<file path="src/rtl/bcd_serial_add_ctrl.sv">
// Digit-serial packed-BCD adder controller.
// Latches two DIGITS-wide BCD operands on start. It then adds one digit per cycle,
// least significant digit first, and ripples the decimal carry through a register.
module bcd_serial_add_ctrl #(
    parameter int DIGITS = 4,
    parameter int IDXW   = 4
) (
    input  logic                  clk,
    input  logic                  rst,
    input  logic                  start,
    input  logic [4*DIGITS-1:0]   A,
    input  logic [4*DIGITS-1:0]   B,
    input  logic                  Cin,
    output logic                  busy,
    output logic                  done,
    output logic [4*DIGITS-1:0]   S,
    output logic                  Cout,
    output logic                  err
);

    typedef enum logic [1:0] {
        IDLE = 2'd0,
        RUN  = 2'd1,
        DONE = 2'd2
    } state_t;

    state_t                state_q, state_d;
    logic [IDXW-1:0]       idx_q, idx_d;
    logic [4*DIGITS-1:0]   a_q, a_d;
    logic [4*DIGITS-1:0]   b_q, b_d;
    logic                  carry_q, carry_d;
    logic [4*DIGITS-1:0]   s_q, s_d;
    logic                  cout_q, cout_d;
    logic                  err_q, err_d;
    logic                  busy_q, busy_d;
    logic                  done_q, done_d;

    logic [3:0]            dig_a;
    logic [3:0]            dig_b;
    logic [4:0]            dig_sum;
    logic [3:0]            dig_out;
    logic                  dig_carry;
    logic                  bad_input;
    logic                  last_digit;

    // Select the current digit pair and apply the decimal correction to their sum.
    always_comb begin
        dig_a = 4'd0;
        dig_b = 4'd0;
        for (int i = 0; i < DIGITS; i++) begin
            if (idx_q == IDXW'(i)) begin
                dig_a = a_q[4*i +: 4];
                dig_b = b_q[4*i +: 4];
            end
        end
        dig_sum = {1'b0, dig_a} + {1'b0, dig_b} + {4'd0, carry_q};
        if (dig_sum > 5'd9) begin
            dig_out   = 4'(dig_sum + 5'd6);
            dig_carry = 1'b1;
        end else begin
            dig_out   = dig_sum[3:0];
            dig_carry = 1'b0;
        end
        last_digit = (idx_q == IDXW'(DIGITS - 1));
    end

    // Flag any non-BCD nibble on the incoming operands. It is sampled only at accept.
    always_comb begin
        bad_input = 1'b0;
        for (int i = 0; i < DIGITS; i++) begin
            if ((A[4*i +: 4] > 4'd9) || (B[4*i +: 4] > 4'd9)) begin
                bad_input = 1'b1;
            end
        end
    end

    // Next-state and next-output logic. Outputs are registered alongside the state.
    always_comb begin
        state_d = state_q;
        idx_d   = idx_q;
        a_d     = a_q;
        b_d     = b_q;
        carry_d = carry_q;
        s_d     = s_q;
        cout_d  = cout_q;
        err_d   = err_q;
        busy_d  = busy_q;
        done_d  = 1'b0;
        case (state_q)
            IDLE, DONE: begin
                if (start) begin
                    state_d = RUN;
                    a_d     = A;
                    b_d     = B;
                    carry_d = Cin;
                    idx_d   = '0;
                    s_d     = '0;
                    err_d   = bad_input;
                    busy_d  = 1'b1;
                end else begin
                    state_d = IDLE;
                    busy_d  = 1'b0;
                end
            end
            RUN: begin
                for (int i = 0; i < DIGITS; i++) begin
                    if (idx_q == IDXW'(i)) begin
                        s_d[4*i +: 4] = dig_out;
                    end
                end
                carry_d = dig_carry;
                if (last_digit) begin
                    state_d = DONE;
                    cout_d  = dig_carry;
                    busy_d  = 1'b0;
                    done_d  = 1'b1;
                end else begin
                    idx_d = idx_q + 1'b1;
                end
            end
            default: begin
                state_d = IDLE;
                busy_d  = 1'b0;
            end
        endcase
    end

    // State register. A synchronous reset overrides everything, including a running add.
    always_ff @(posedge clk) begin
        if (rst) begin
            state_q <= IDLE;
            idx_q   <= '0;
            a_q     <= '0;
            b_q     <= '0;
            carry_q <= 1'b0;
            s_q     <= '0;
            cout_q  <= 1'b0;
            err_q   <= 1'b0;
            busy_q  <= 1'b0;
            done_q  <= 1'b0;
        end else begin
            state_q <= state_d;
            idx_q   <= idx_d;
            a_q     <= a_d;
            b_q     <= b_d;
            carry_q <= carry_d;
            s_q     <= s_d;
            cout_q  <= cout_d;
            err_q   <= err_d;
            busy_q  <= busy_d;
            done_q  <= done_d;
        end
    end

    assign busy = busy_q;
    assign done = done_q;
    assign S    = s_q;
    assign Cout = cout_q;
    assign err  = err_q;

endmodule

</file>
<file path="config.mk">
export PLATFORM = sky130hd
export DESIGN_NAME = bcd_serial_add_ctrl
export DESIGN_NICKNAME = d
export VERILOG_FILES = /design/src/rtl/bcd_serial_add_ctrl.sv
export SDC_FILE = /design/constraint.sdc
export NUM_CORES = 1
export LEC_CHECK = 0
export CELL_PAD_IN_SITES_DETAIL_PLACEMENT = 1
export CELL_PAD_IN_SITES_GLOBAL_PLACEMENT = 1
export CORE_ASPECT_RATIO = 1.1
export CORE_MARGIN = 1
export CORE_UTILIZATION = 40
export DETAILED_ROUTE_END_ITERATION = 16
export GPL_TIMING_DRIVEN = 0
export PLACE_DENSITY_LB_ADDON = 0.1
export SLEW_MARGIN = 20
export SYNTH_ARGS = -nofsm -noshare
export SYNTH_HDL_FRONTEND = slang
export SYNTH_SLANG_ARGS = --single-unit
</file>
<file path="constraint.sdc">
create_clock -name clk -period 6.9 [get_ports clk]
set_input_delay 1.38 -clock clk [delete_from_list [all_inputs] [get_ports clk]]
set_output_delay 1.38 -clock clk [all_outputs]
set_load 0.01 [all_outputs]
</file>
# Word-level counts from Yosys, hierarchy flattened
# Cells that the tools add are included.
# totals
word_cells	87
regBits	59
output_inout_bits	20
# op_classes
order_cmp	9
addsub	4
n_eq_ne	11
n_mux	32
n_reduce_logical	17
bitwise	1
# op_table
op	n
4-bit 2-to-1 mux	15
4-bit > comparator, second input constant	8
16-bit one-hot mux with 2 select lines	1
16-bit 2-to-1 mux	1
3-bit AND reduction	5
2-bit inequality test, second input constant	6
1-bit 2-to-1 mux	10
4-bit by 2-bit equality test with 1-bit output, second input constant	2
4-bit one-hot mux with 2 select lines	1
2-bit AND reduction	3
4-bit by 4-bit adder with 5-bit output	1
5-bit by 1-bit adder with 5-bit output	1
5-bit by 4-bit > comparator with 1-bit output, second input constant	1
4-bit by 1-bit adder with 4-bit output, second input constant	1
4-bit by 3-bit adder with 4-bit output, second input constant	1
4-bit by 1-bit equality test with 1-bit output, second input constant	1
4-bit zero test	1
1-bit logical OR	4
1-bit one-hot mux with 2 select lines	2
2-bit one-hot mux with 2 select lines	1
2-bit OR reduction	2
2-bit by 1-bit equality test with 1-bit output, second input constant	1
2-bit equality test, second input constant	1
2-bit zero test	1
other kinds (3)	3

# Logic depth before layout (Yosys ltp)
# Gate-level depths: netlist of run 1.
# logic_depth
word_depth	11
ltp_mapped	16

# Worst setup path after synthesis of run 1
# No wires, ideal clock.
# synth_timing
path_kind	register to register
startpoint	register idx_q[1]
endpoint	register s_q[2] (netlist: S[2])
path_buffers	1
t_required_ps	6812
path_stages_with_launch	17
slack_ps	3206
arrival_ps	3606
path_cell_list	dfxtp_1 inv_1 ha_1 clkbuf_1 nand3b_1 a21oi_1 a21oi_1 o21ai_0 nand2_1 fa_1 fa_1 xor2_1 ha_1 a22o_4 o311ai_4 mux2_4 o32ai_2
# synth_between
elab_chain_len	11
elab_cells_between_ends	21
cone_classes	add/sub (3); order compare (1); eq/ne (4); mux (11); reduce/logical (2)
# synth_rtl
element	line_no	source
start: declaration	28	logic [IDXW-1:0] idx_q, idx_d;
start signal: assignment	143	idx_q <= idx_d;
4-bit zero test	51, 107	
4-bit 2-to-1 mux (4 in a row)	51	if (idx_q == IDXW'(i)) begin
4-bit by 4-bit adder with 5-bit output	56	dig_sum = {1'b0, dig_a} + {1'b0, dig_b} + {4'd0, carry_q};
5-bit by 1-bit adder with 5-bit output	56	
4-bit by 3-bit adder with 4-bit output / 5-bit by 4-bit > comparator with 1-bit output (equally long branches)	58, 57	
4-bit 2-to-1 mux	57	if (dig_sum > 5'd9) begin
4-bit 2-to-1 mux	107	if (idx_q == IDXW'(i)) begin
16-bit one-hot mux with 2 select lines	89	case (state_q)
end signal: assignment	136	s_q <= '0;
end signal: assignment	147	s_q <= s_d;
end: declaration	32	logic [4*DIGITS-1:0] s_q, s_d;
# Parallel ways exist; a longest one is shown, timed or not. The select of a mux whose other input is x is not followed.
# A chain may end at the register's enable or synchronous reset.

# Final worst setup path of run 1
# layout_timing
startpoint	register idx_q[1]
endpoint	register s_q[9] (netlist: S[9])
# layout_between
elab_chain_len	11
elab_cells_between_ends	21
cone_classes	add/sub (3); order compare (1); eq/ne (4); mux (11); reduce/logical (2)
# layout_rtl
element	line_no
4-bit zero test	51
4-bit 2-to-1 mux (4 in a row)	51
4-bit by 4-bit adder with 5-bit output	56
5-bit by 1-bit adder with 5-bit output	56
4-bit by 3-bit adder with 4-bit output / 5-bit by 4-bit > comparator with 1-bit output (equally long branches)	58, 57
4-bit 2-to-1 mux	57
4-bit 2-to-1 mux	107
16-bit one-hot mux with 2 select lines	89
# Parallel ways exist; a longest one is shown, timed or not. The select of a mux whose other input is x is not followed.

==> run summary, run 1 <==
The tools report the final layout net count as 479. Per-cell via count in the routed design: 5.37. The run gives 2,892 as the via count of the first global-routing pass. The weighted congestion at the end of routability-driven global placement is 0.785, and the post-cts sizing count is 0. The clock slew seen by the registers of the worst setup and hold paths works out to 0.07 ns. For this run, the leading register cell type out of synthesis is sky130_fd_sc_hd__dfxtp_1.

At the pin with the least slew margin, the transition time is 0.627 ns. The share of the yosys chip area belonging to registers was 41.1%; the number of enable-type register cells in the synthesized netlist was 0. The wire length per cell after detailed routing was 16.0 um. TritonCTS buffer count: 9. In this run the standard cell core region covers 6970 um^2. For the initial standard-cell utilization of the core, the log shows 41.3%. The repair_antennas step left the layout with diodes totalling 0.

The warning count from the yosys run was 0; the share of synthesized flip-flops with an asynchronous set or reset was 0%. The number of clock sinks is 59, and the insertion delay to the later sink of the worst-skew pair is 0.34 ns. In this run the tightest slew margin relative to its limit is 58.0%. The min-delay analysis places its worst path in the category reg2reg. The worst setup path is launched from a register. For this block, the initial DRC count from the detailed router was 104. Minimum period implied by the final worst setup slack: 4.37 ns. The floorplan die height is 90.9 um, and the ratio of total power to cell area is 239 nW/um^2.

The mean post-synth cell area was 7.83 um^2. CTS built an H-tree with a depth of 3. Measured in cells, the most critical reg-to-reg path has a length of 16.

The post-route setup TNS was 0 ns. Category of the critical setup timing path: reg2reg. The run gives 7530 um^2 as the die area.

The cell depth of the worst hold path was 2; the synthesized cell area was 2880 um^2. Setup violations remaining at the end of the flow were counted as 0. The number of register bits inferred by synthesis is 59, and the largest net degree at the start of global routing is 11. The global-route wire length before repair is 14,100 um. Floorplan row count: 32. Leaving out fill and tap cells, the most frequent cells in the layout are sky130_fd_sc_hd__nand2_1, sky130_fd_sc_hd__dfxtp_1, sky130_fd_sc_hd__a21oi_1.

The total nets after synthesis is 413, and the remaining antenna violation count after routing is 0. The synthesis-to-layout area growth is 30.1%. The detailed-router iteration count before antenna repair came out at 4. The top fanout value on the critical path works out to 10. In this run the count of I/O pins placed on the die edge is 56. The core occupancy in the finished layout is 53.7%.

The tools report the data arrival time of the critical path as 4.58 ns. The number of hold buffers added after CTS was 0. The worst-case IR drop observed on VDD is 0.000109 V. The leftover overflow at the end of global routing was 0; the setup clock skew after layout was 0.00562 ns. The number of setup buffers added after CTS is 0. The final-report hold violation count is 0. The overall routing resource usage came out at 23.9%. The tools report the number of antenna violations at the first check in global routing as 0. The maximum count of clock buffers along a single path is 2.

TritonCTS built the clock tree. The wire-length estimate of the detail-placed layout is 6330 um. In this run the tool buffered the top-level ports with 55 buffer cells. Number of pins with negative max-slew slack in the final report: 0. The logs give 8380 um for the routed wire length and 0 for the number of DRC violations after detailed routing. Static timing analysis puts the maximum clock frequency at 229 MHz. The run finished with clean final reports. Setup repair after global routing left no endpoint under its margin. The clock root buffer is sky130_fd_sc_hd__clkbuf_8. The vias after detailed routing was 2,810. The tools report the synthesized instance count as 367. The number of maximum-capacitance violations came out at 0.

The horizontal extent of the die is 82.8 um, and the required time of the critical path is 7.11 ns. Post-route clock period utilization: 63.3%. The standby leakage power is 1.34 nW.

Post-synthesis cell type count: 41. In the final layout, the share of cells above drive strength 1 is 7.08%. The worst setup path is captured at a register. Leading cell type in the layout, fill and taps excluded: sky130_fd_sc_hd__nand2_1.
-- final timing paths --
kind	from	end	slack (ns)
setup / recovery	idx_q[1]	S[9]	2.53
hold reg to reg	a_q[12]	a_q[12]	0.46
hold / removal	a_q[12]	a_q[12]	0.46
setup reg to reg	idx_q[1]	S[9]	2.53
-- per-stage QoR --
step | power (mW) | hold slack (ns) | setup WS [ns] | instance area, um^2 | instances
floorplan | 0.488 | 0.436 | 3.21 | 2880 | 367
global placement | 0.551 | 0.443 | 2.55 | 3530 | 507
CTS | 0.903 | 0.459 | 2.49 | 3740 | 523
global route | 0.935 | 0.479 | 2.20 | 3740 | 523
detailed placement | 0.558 | 0.449 | 2.51 | 3530 | 507
finish | 0.895 | 0.456 | 2.53 | 3740 | 523
-- critical path, stage by stage (launching register included) --
cell and delay (ns):
sky130_fd_sc_hd__dfxtp_1 0.40, sky130_fd_sc_hd__inv_1 0.08, sky130_fd_sc_hd__ha_1 0.29, sky130_fd_sc_hd__clkbuf_1 0.25
sky130_fd_sc_hd__nand3b_1 0.22, sky130_fd_sc_hd__a21oi_1 0.18, sky130_fd_sc_hd__a21oi_1 0.07, sky130_fd_sc_hd__o21ai_0 0.27
sky130_fd_sc_hd__nand2_1 0.11, sky130_fd_sc_hd__fa_1 0.40, sky130_fd_sc_hd__fa_1 0.42, sky130_fd_sc_hd__xor2_1 0.19
sky130_fd_sc_hd__ha_1 0.25, sky130_fd_sc_hd__a22o_4 0.28, sky130_fd_sc_hd__and4_4 0.20, sky130_fd_sc_hd__nor4_2 0.50
sky130_fd_sc_hd__o31ai_1 0.11
-- flip-flops by register name (all words and copies together), names as in the netlist --
register  cells
err           1
idx_q         4
Cout          1
carry_q       1
busy          1
a_q          16
S            16
b_q          16
state_q       2
done          1
-- routing by layer --
layer,global-route usage (%),wire length (um)
met1,27.6,3630
met2,43.2,4240
met4,10.3,267
met5,0,0
met3,4.02,247
-- power breakdown --
| group | internal [mW] | switching [mW] |
|---|---|---|
| clock | 0.202 | 0.143 |
| combinational | 0.0799 | 0.101 |
| sequential | 0.358 | 0.0103 |
-- Yosys cell counts (2+ instances only) --
master / instances / share of area, %
sky130_fd_sc_hd__buf_2: 3 / 0.52
sky130_fd_sc_hd__a21oi_1: 59 / 10
sky130_fd_sc_hd__o21ai_1: 3 / 0.52
sky130_fd_sc_hd__fa_1: 2 / 1.4
sky130_fd_sc_hd__nand2_1: 94 / 12
sky130_fd_sc_hd__nand2b_1: 5 / 1.1
sky130_fd_sc_hd__nor4_2: 2 / 0.87
sky130_fd_sc_hd__nand3_1: 7 / 1.2
sky130_fd_sc_hd__nor2b_1: 4 / 0.87
sky130_fd_sc_hd__o21ai_2: 4 / 1.2
sky130_fd_sc_hd__inv_1: 11 / 1.4
sky130_fd_sc_hd__o31ai_1: 3 / 0.78
sky130_fd_sc_hd__nand4_1: 2 / 0.44
sky130_fd_sc_hd__ha_1: 8 / 3.5
sky130_fd_sc_hd__nor3_1: 7 / 1.2
sky130_fd_sc_hd__nor2_1: 8 / 1.0
sky130_fd_sc_hd__o21ai_0: 16 / 2.8
sky130_fd_sc_hd__nand3b_1: 18 / 4.7
sky130_fd_sc_hd__dfxtp_1: 59 / 41
sky130_fd_sc_hd__a31oi_1: 6 / 1.3
sky130_fd_sc_hd__clkbuf_1: 20 / 2.6
sky130_fd_sc_hd__xor2_1: 2 / 0.61
sky130_fd_sc_hd__and2_1: 6 / 1.3
-- kinds of logic (layout without fill, tap and decap cells) --
logic type                 count (synthesis)  count (layout)  share of synthesized area (%)
and+or+nand+nor                          158             158                           26.5
adders and majority gates                 10              10                           4.87
DFF                                       59              59                           41.1
xor gates and xnor gates                   3               3                          0.914
muxes                                      2               2                          0.870
buffers and inverters                     34             105                           4.57
AOI/OAI and AO/OA                        101             101                           21.2
-- cell type report --
cell class | count | area (um^2)
clock buffer | 11 | 131
clock inverter | 5 | 77.6
buffer | 23 | 90.1
inverter | 11 | 41.3
timing repair buffer | 55 | 551
fill | 894 | 3230
sequential | 59 | 1180
tap | 85 | 106
multi-input combinational | 274 | 1560
(Power assumes the default switching activity.)
==> run 2: changes to the inputs <==
CORE_UTILIZATION = 34   (was 40)
clock period = 3.5 ns   (was 6.9 ns; I/O delays follow)
==> run 2 against run 1 <==
  * The run now ends with negative setup slack left
  * Via count grew 0.50%
  * Critical path type unchanged
  * Register-to-register slack got worse by 2.6 ns
  * Hold slack better by 0.0041 ns
  * Cell area up 7.5%
  * Largest cell class unchanged
==> run summary, run 2 (synthesized netlist as in run 1, its figures left out) <==
The horizontal extent of the die is 89.7 um (+8.3%). The largest net degree at the start of global routing came out at 11 (unchanged). The standby leakage power is 1.45 nW (+8.6%). Worst hold-check path type: reg2reg. The tools report the total of endpoints with negative setup slack in the final report as 4 (+4). Standard cell with the maximum stage delay on the critical path: sky130_fd_sc_hd__fa_2.

The overall routing resource usage was 21.7% (-2.2 points). The die area is 8830 um^2 (+17%). The run finished, with violations left. The cell area after layout is 4020 um^2 (+7.5%), and the normalized max-slew margin is 52.6% (-5.4 points). The routed wire length is 8990 um (+7.3%).

The tools report the fill cell total of the finished layout as 978 (+9.4%). The area taken by flip-flops and latches is 1190 um^2 (+0.64%), and the transition time at the pin with the least slew margin is 0.707 ns (+0.0808 ns). The run gives 1.88 mW (+110%) as the total power. The run gives 0 (unchanged) as the total inserted antenna cells.

The logs give 14,500 um (+2.8%) for the global-route wire length before repair and 2,824 (+0.50%) for the vias after detailed routing. The run gives 6610 um (+4.4%) as the placed wire-length estimate. The logs give 3.78 ns (-3.33 ns) for the required time of the critical path and 3580 um^2 (+1.3%) for the cell area reported after detailed placement.

The violation count after the first detailed-route iteration is 67 (-36%), and the floorplan row count is 34 (+6.3%). Relative to the synthesized area, the layout overhead comes to 39.9%. The wire length per cell after detailed routing was 16.1 um (+0.56%); the area inside the core boundary was 8040 um^2 (+15%). Clock root buffer: sky130_fd_sc_hd__clkbuf_8. The number of DRC violations after detailed routing came out at 0 (unchanged).

Share of layout cells above drive strength 1: 14.2% (+7.1 points). The critical path buffer and inverter count works out to 2 (unchanged). Per-cell via count in the routed design: 5.06 (-5.8%). The run gives 35.8% (-5.5 points) as the initial standard-cell utilization of the core. STA classifies the critical path startpoint as a register. The multi-input gate area in the final layout was 1650 um^2 (+5.8%); the post-route clock period utilization was 101% (+38 points). The tools report the data arrival time of the critical path as 3.81 ns (-0.77 ns).

Via count of the first global-routing pass: 2,933 (+1.4%). The ratio of total power to cell area is 468 nW/um^2 (+96%). The TritonCTS buffer count is 9 (unchanged), and the weighted congestion at the end of routability-driven global placement is 0.824 (+5.0%). The number of antenna violations at the first check in global routing came out at 0 (unchanged).

The kind of end point of the critical path is a register. The peak supply drop is 0.000192 V (+75%). Critical path's top delay family: adder cells. The clock slew seen by the registers of the worst setup and hold paths was 0.07 ns (about the same). The checks that failed: negative setup slack.

The tools report the leftover overflow at the end of global routing as 0 (unchanged). The tools report the number of non-filler instances in the completed layout as 558 (+6.7%). The critical path goes through inv_4, ha_4, buf_8, nand3b_1, a21oi_2, a21oi_2, o21ai_1, nand2_1, fa_2, fa_2, xor2_2, ha_2, a22o_4, o311ai_4, mux2_4, o21ai_2. The tools report the final-report hold violation count as 0 (unchanged).

For the insertion delay to the later sink of the worst-skew pair, the log shows 0.34 ns (about the same). Leaving out fill and tap cells, the most frequent cells in the layout are sky130_fd_sc_hd__nand2_1, sky130_fd_sc_hd__dfxtp_1, sky130_fd_sc_hd__a21oi_1. The logs give 56 (unchanged) for the count of boundary I/O pins and 3 (unchanged) for the number of H-tree levels.

The largest stage delay on the critical path was 0.38 ns (-0.12 ns); the quantity of I/O buffers inserted on ports was 55 (unchanged). Top fanout value on the critical path: 7 (-3). TritonCTS built the clock tree. The worst setup margin was -0.0349 ns (-2.57 ns).

The remaining antenna violation count after routing is 0 (unchanged). For the number of pins with negative max-slew slack in the final report, the log shows 0 (unchanged). The library cell used most frequently in the layout, excluding fill and tap cells, is sky130_fd_sc_hd__nand2_1. The highest clock rate is 283 MHz (+24%). The run gives 59 (unchanged) as the number of clock sinks. The placed instance count came out at 530 (+4.5%). The final hold slack is 0.460 ns (+0.00415 ns).

The maximum count of clock buffers along a single path came out at 2 (unchanged). The post-route setup TNS came out at -0.0726 ns (-0.0726 ns). The tools report the number of maximum-capacitance violations as 0 (unchanged). The setup clock skew after layout was 0.00538 ns (-0.000241 ns). The run gives 4 (unchanged) as the detailed-router iteration count before antenna repair. Setup repair after global routing could not meet its margin everywhere. The critical path is of the reg2reg type. The minimum period implied by the final worst setup slack came out at 3.53 ns (-0.832 ns). The final layout net count is 491 (+2.5%), and the floorplan die height is 98.5 um (+8.3%).
==> run 2: cell types whose count changed in the layout (fill, tap and decap cells not counted), moves of 3 or more <==
cell                       previous run  this run
sky130_fd_sc_hd__buf_4                0        11
sky130_fd_sc_hd__clkbuf_1            22        16
sky130_fd_sc_hd__ha_1                 8         4
sky130_fd_sc_hd__a21oi_1             59        56
sky130_fd_sc_hd__a21oi_2              0         3
sky130_fd_sc_hd__buf_6                0         3
sky130_fd_sc_hd__clkbuf_8             9        12
sky130_fd_sc_hd__ha_4                 0         3
sky130_fd_sc_hd__o21ai_0             16        13
sky130_fd_sc_hd__o21ai_1              3         6
==> run 2: metal layers <==
metal | vias up | routed length, um | global-route usage (%)
li1 | 1411 | - | -
met1 | 1339 | 4020 | 26.8
met2 | 56 | 4470 | 36.4
met3 | 18 | 245 | 3.43
met4 | 0 | 258 | 10.3
met5 | - | 0 | 0
==> run 2: final timing paths <==
kind / startpoint / to / slack [ns] / cells past startpoint
hold reg to reg: b_q[12] / b_q[12] / 0.46 / 2
setup reg to reg: idx_q[1] / S[6] / -0.03 / 16
hold / removal: b_q[12] / b_q[12] / 0.46 / 2
setup / recovery: idx_q[1] / S[6] / -0.03 / 16
==> run 2: worst min-delay path, stage by stage (launching register included) <==
cell and delay [ns]:
sky130_fd_sc_hd__dfxtp_1 0.31, sky130_fd_sc_hd__nand2_1 0.05, sky130_fd_sc_hd__a21oi_1 0.05
==> run 2: stage by stage <==
step	utilization (%)	setup WS, ns
finish	50.0	-0.0349
global route	50.0	-0.153
CTS	49.4	-0.127
detailed placement	44.5	-0.624
global placement	44.5	-0.508
floorplan	-	0.0190
==> run 2: what timing repair did <==
| action | in CTS | in global routing |
|---|---|---|
| hold buffers | 0 | 0 |
| gates resized for setup | 20 | 8 |
| pin swaps | 10 | 8 |
| setup endpoints to repair | 14 | 14 |
| setup buffers | 11 | 3 |
==> run 2: final cells by class <==
class	count	area share, %
multi-input cells	274	41.1
inverters	11	1.09
clock inverters	4	1.80
well taps	108	3.36
repair buffers	69	16.6
flip-flops and latches	59	29.6
plain buffers	21	2.61
clock buffers	12	3.86
==> run 2: where the power goes <==
group / switching, mW / internal (mW)
clock: 0.284 / 0.439
combinational: 0.226 / 0.208
sequential: 0.0207 / 0.706
